==> src/rtl/act_stream_pkg.sv <==
// Shared types and constants for the FP16 sigmoid stream adapter.
package act_stream_pkg;

  typedef logic [15:0] fp16_t;

  localparam int unsigned SIGMOID_LAT_A10 = 5;
  localparam int unsigned SIGMOID_LAT_S10 = 8;
  localparam fp16_t       FP16_HALF       = 16'h3800;

  function automatic int unsigned lat_for_family(bit a10);
    return a10 ? SIGMOID_LAT_A10 : SIGMOID_LAT_S10;
  endfunction

endpackage

==> src/rtl/act_result_fifo.sv <==
// Synchronous show-ahead FIFO; head word is visible on dout whenever not empty.
module act_result_fifo #(
  parameter int unsigned DEPTH = 16,
  parameter int unsigned WIDTH = 16,
  localparam int unsigned AW = $clog2(DEPTH),
  localparam int unsigned CW = AW + 1
) (
  input  logic             clock,
  input  logic             resetn,
  input  logic             push,
  input  logic             pop,
  input  logic [WIDTH-1:0] din,
  output logic [WIDTH-1:0] dout,
  output logic [CW-1:0]    count,
  output logic             full,
  output logic             empty
);

  logic [WIDTH-1:0] mem [DEPTH];
  logic [AW-1:0]    wr_ptr_q, rd_ptr_q;
  logic [CW-1:0]    count_q;
  logic             wr_en, rd_en;

  assign full  = (count_q == CW'(DEPTH));
  assign empty = (count_q == '0);
  // A push into a full FIFO is only accepted when a pop frees the head slot.
  assign wr_en = push & (~full | pop);
  assign rd_en = pop & ~empty;
  assign dout  = mem[rd_ptr_q];
  assign count = count_q;

  always_ff @(posedge clock) begin
    if (!resetn) begin
      wr_ptr_q <= '0;
      rd_ptr_q <= '0;
      count_q  <= '0;
    end else begin
      if (wr_en) wr_ptr_q <= wr_ptr_q + AW'(1);
      if (rd_en) rd_ptr_q <= rd_ptr_q + AW'(1);
      count_q <= count_q + CW'(wr_en) - CW'(rd_en);
    end
  end

  always_ff @(posedge clock) begin
    if (wr_en) mem[wr_ptr_q] <= din;
  end

endmodule

==> src/rtl/act_stream_adapter.sv <==
// Ready/valid shim around the flow-control-free sigmoid core: rebuilds valid with a
// latency-matched shift register and credits a result FIFO so no result is ever dropped.
module act_stream_adapter
  import act_stream_pkg::*;
#(
  parameter int unsigned LATENCY    = lat_for_family(1'b1),
  parameter int unsigned FIFO_DEPTH = 16,
  parameter int unsigned DATA_W     = 16,
  localparam int unsigned CW = $clog2(FIFO_DEPTH) + 1
) (
  input  logic              clock,
  input  logic              resetn,
  input  logic              in_valid,
  output logic              in_ready,
  input  logic [DATA_W-1:0] in_data,
  output logic [DATA_W-1:0] act_din,
  input  logic [DATA_W-1:0] act_dout,
  output logic              out_valid,
  input  logic              out_ready,
  output logic [DATA_W-1:0] out_data,
  output logic [CW-1:0]     occupancy,
  output logic              overflow_err
);

  localparam int unsigned SW = CW + 1;

  logic [LATENCY-1:0] vld_sr_q;
  logic [CW-1:0]      inflight_q, inflight_d;
  logic [CW-1:0]      occupancy_q;
  logic [CW-1:0]      fifo_count, fifo_count_d;
  logic [SW-1:0]      credit_used;
  logic               overflow_q;
  logic               fire, push, pop, fifo_full, fifo_empty;

  assign act_din = in_data;

  // Every accepted element reserves a FIFO slot until it leaves the FIFO.
  assign credit_used = SW'(fifo_count) + SW'(inflight_q);
  assign in_ready    = resetn & (credit_used < SW'(FIFO_DEPTH));
  assign fire        = in_valid & in_ready;
  assign push        = vld_sr_q[LATENCY-1];
  assign out_valid   = ~fifo_empty;
  assign pop         = out_valid & out_ready;

  assign inflight_d   = inflight_q + CW'(fire) - CW'(push);
  assign fifo_count_d = fifo_count + CW'(push & (~fifo_full | pop)) - CW'(pop);

  always_ff @(posedge clock) begin
    if (!resetn) begin
      vld_sr_q    <= '0;
      inflight_q  <= '0;
      occupancy_q <= '0;
      overflow_q  <= 1'b0;
    end else begin
      vld_sr_q    <= (vld_sr_q << 1) | LATENCY'(fire);
      inflight_q  <= inflight_d;
      occupancy_q <= fifo_count_d + inflight_d;
      overflow_q  <= overflow_q | (push & fifo_full & ~pop);
    end
  end

  assign occupancy    = occupancy_q;
  assign overflow_err = overflow_q;

  act_result_fifo #(
    .DEPTH (FIFO_DEPTH),
    .WIDTH (DATA_W)
  ) u_fifo (
    .clock  (clock),
    .resetn (resetn),
    .push   (push),
    .pop    (pop),
    .din    (act_dout),
    .dout   (out_data),
    .count  (fifo_count),
    .full   (fifo_full),
    .empty  (fifo_empty)
  );

endmodule
==> config.mk <==
export PLATFORM = sky130hd
export DESIGN_NAME = act_stream_adapter
export DESIGN_NICKNAME = d
export VERILOG_FILES = /design/src/rtl/act_stream_pkg.sv /design/src/rtl/act_result_fifo.sv /design/src/rtl/act_stream_adapter.sv
export SDC_FILE = /design/constraint.sdc
export NUM_CORES = 1
export LEC_CHECK = 0
export BUFFER_PORTS_ARGS = -buffer_cell sky130_fd_sc_hd__buf_4
export CORE_ASPECT_RATIO = 0.75
export CORE_UTILIZATION = 30
export DETAILED_ROUTE_END_ITERATION = 8
export SKIP_LAST_GASP = 1
export SLEW_MARGIN = 20
export SYNTH_ARGS = -nofsm -noshare
export SYNTH_HDL_FRONTEND = slang
export SYNTH_SLANG_ARGS = --single-unit
export TNS_END_PERCENT = 20
==> constraint.sdc <==
create_clock -name clock -period 4.1 [get_ports clock]
set_input_delay 0.41 -clock clock [delete_from_list [all_inputs] [get_ports clock]]
set_output_delay 0.41 -clock clock [all_outputs]
set_load 0.03 [all_outputs]
==> summary.md <==
| Metric | Value |
|---|---|
| Status | complete, no violations |
| Top-area cell type share of the netlist area | 0.670 |
| Fmax | 263 MHz |
| Die W | 228 µm |
| Setup TNS | 0 ps |
| Share of layout cells above drive strength 1 | 0.295 |
| First-pass GRT wire length | 36900 µm |
| Die Span Y | 171 µm |
| Number of synthesis warnings | 0 |
| Synth area leader | edfxtp_1 |
| Max_cap viols | 0 |
| Hold Path Class | in2reg |
| CTS sink count | about 290 |
| Antenna Nets Post-Route | 0 |
| Most common cell after layout, fill and taps aside | edfxtp_1 |
| WL final | 24100 µm |
| Register Area | between 0.008 and 0.009 mm² |
| Clock power share | 0.307 |
| Syn_nets | between 600 and 700 |
| Setup-failing EPs final | 0 |
| Maximum buffer depth of the clock tree | 3 |
| Per-cell routed wire length | 20.2 µm |
| Crit-path slowest cell | or4_1 |
| Cell count after synthesis | around 600 |
| Most frequent cells in the layout | edfxtp_1 (256), buf_4 (70), mux4_2 (64) |
| Row count | just over 60 |
| Slew Limit Headroom | 0.322 |
| Synthesized cell area | 0.0115 mm² |
| Critical Path End Type | register |
| Tcrit/Tclk final | 0.929 |
| Vias per cell | 4.63 |
| Die ar. | 0.0391 mm² |
| Max Clock Skew | approximately 20 ps |
| Synthesized flop and latch total | 289 |
| Initial Util | 0.307 |
| Seq/Total Area, Yosys | 0.727 |
| Worst VDD drop | 344 µV |
| Vias | between 5000 and 6000 |
| GRT Overall Usage | 0.126 |
| Min Tclk post-route | 3810 ps |
| Core Area | 0.0374 mm² |
| Worst-margin pin slew | just over 1000 ps |
| Io pins | 76 |
| Pleak | around 0.0044 µW |
| Synth area leaders | edfxtp_1 (67%), mux4_2 (13%), dfxtp_1 (5.8%) |
| Internal | roughly 5600 µW |
| TritonCTS Buffers | 28 |
| Multi-input logic area | 0.00286 mm² |
| DP Area | 0.0125 mm² |
| Htree depth | 1 |
| Gpl congestion | 0.741 |
| Hold Slack | around 75 ps |
| Library cells used by synthesis | 35 |
| Final hold viol count | 0 |
| Worst Path Arrival | around 4200 ps |
| Final Max Slew Viols | 0 |
| P&R area growth vs syn | 16.4% |
| Sw frac | 0.286 |
| CP dominant cell by count | ha_1 |
| Fill cells | 3508 |
| Combinational Power Share | 0.258 |
| Reg clk slew, reported paths | 60 ps |
| Final Net Count | ~740 |
| CP Data Required Time | approximately 4500 ps |
| Cell area power density | slightly below 600 mW/mm² |
| Vias in the first global route | 5970 |
| Largest net degree at the start of global routing | 33 |
| Clk Latency, worst-skew pair | around 560 ps |
| CP cell instances | ha_1, or4_1, a21oi_2, nand2_1, ha_1, inv_1, ha_1, fa_1, inv_1, ha_4, fa_2, nand2b_1, a21oi_2, xnor2_1, xnor2_1, nor2_1 |
| Initial antenna violation count | 0 |
| Setup Buffers After CTS | 0 |
| Overflow after GRT | 0 |
| Crit path launch type | register |
| Final core occ | 0.357 |
| Worst-path maximum fanout | 3 |
| RSZ-0062 raised after global routing | no |
| Initial detailed-routing violation count | roughly 440 |
| Clock tree from TritonCTS | done |
| Avg Cell Area, Syn | 18.8 µm² |
| Crit Path Class | reg2reg |
| 1st-pass router iterations | 4 |
| Finished Cell Area | ~0.013 mm² |
| Root buffer selected by CTS | clkbuf_16 |
| PortBufs | 43 |
| ANT cells | 0 |
| DRC viols | 0 |
| Total power | 7850 µW |
| Crit-path max cell delay | around 530 ps |
| DPL Wire Length | around 15000 µm |
| Seq pwr share | 0.435 |
| Sw power | 2250 µW |
==> worst max-delay path, delay by kind of cell, from the launching register on <==
kind / cells / cell delay, ps
AOI/OAI and AO/OA: 2 / 300
xor gates and xnor gates: 2 / 280
adders and majority gates: 6 / 1780
buffers and inverters: 2 / 110
DFF: 1 / 340
and+or+nand+nor: 4 / 840
==> power by group through the flow <==
stage,clock network (µW),registers (µW),logic (µW)
after floorplan,0,3430,1550
after global placement,0,3480,2020
after detailed placement,0,3480,2030
after CTS,2500,3420,2040
after global routing,2590,3440,2250
final,2410,3410,2030
==> what timing repair did <==
item	CTS	global route
setup endpoints to repair	0	1
hold buffers	0	0
hold endpoints to repair	0	0
resized for setup	0	3
==> state kept, by name, indices dropped and copies added, names as in the netlist, named ones only <==
name             cells
inflight_q           5
occupancy            5
overflow_err         1
u_fifo.count         5
u_fifo.mem         256
u_fifo.rd_ptr_q      4
u_fifo.wr_ptr_q      4
vld_sr_q             5
==> synth_stat cells <==
master	count
and2_4	1
or4_1	1
a41oi_1	1
edfxtp_1	256
nand4_2	1
a22oi_1	32
nor3_1	4
a31o_2	1
nand4_1	1
and2_2	1
nand2_1	23
dfxtp_1	33
a21oi_1	9
and2_1	8
or4b_4	1
mux2i_1	1
buf_4	17
buf_1	4
buf_6	1
a31oi_2	1
nor3b_1	1
or3_1	1
o21ai_0	1
inv_1	28
ha_1	27
mux4_2	64
buf_2	8
fa_1	4
xor2_1	9
nor2_1	39
nor2b_1	2
a21o_1	5
xnor2_1	9
nand2b_1	3
clkbuf_1	12
==> path summary, 6_finish.rpt <==
| check | depth (start not counted) | slack, ps | startpoint | end |
|---|---|---|---|---|
| max | 16 | 290 | inflight_q[3] | occupancy[4] |
| min | 2 | 70 | in_valid | vld_sr_q[0] |
| max reg2reg | 16 | 290 | inflight_q[3] | occupancy[4] |
| min reg2reg | 1 | 430 | vld_sr_q[3] | vld_sr_q[4] |
==> layout make-up <==
type	count	area share
multi-input combinational	251	0.214
clock inverter	18	0.00973
inverter	28	0.00786
clock buffer	33	0.0538
timing repair buffer	72	0.0423
sequential	289	0.625
tap	504	0.0472
==> kinds of logic (layout without fill, tap and decap cells) <==
family / Yosys count / in the layout / synth area share
muxes: 65 / 65 / 0.126
AOI/OAI and AO/OA: 50 / 50 / 0.0312
DFF: 289 / 289 / 0.727
buffers and inverters: 70 / 151 / 0.0300
xor gates and xnor gates: 18 / 18 / 0.0137
adders and majority gates: 31 / 31 / 0.0364
and+or+nand+nor: 87 / 87 / 0.0352
==> per-layer routing <==
metal | GRT usage | wire length (µm) | up-vias
met1 | 0.184 | 11900 | 2885
met2 | 0.191 | 10600 | 127
li1 | - | - | 2488
met5 | 0 | 0 | -
met3 | 0.0244 | 1110 | 37
met4 | 0.0376 | 495 | 0
==> stage by stage <==
step | std cells | worst slack (ps)
2_1_floorplan | 610 | 74.6
5_1_grt | 1195 | 78.4
3_3_place_gp | 1144 | 231
6_report | 1195 | 292
4_1_cts | 1195 | 113
3_5_place_dp | 1144 | 167
Power figures use the tool's default switching activity.
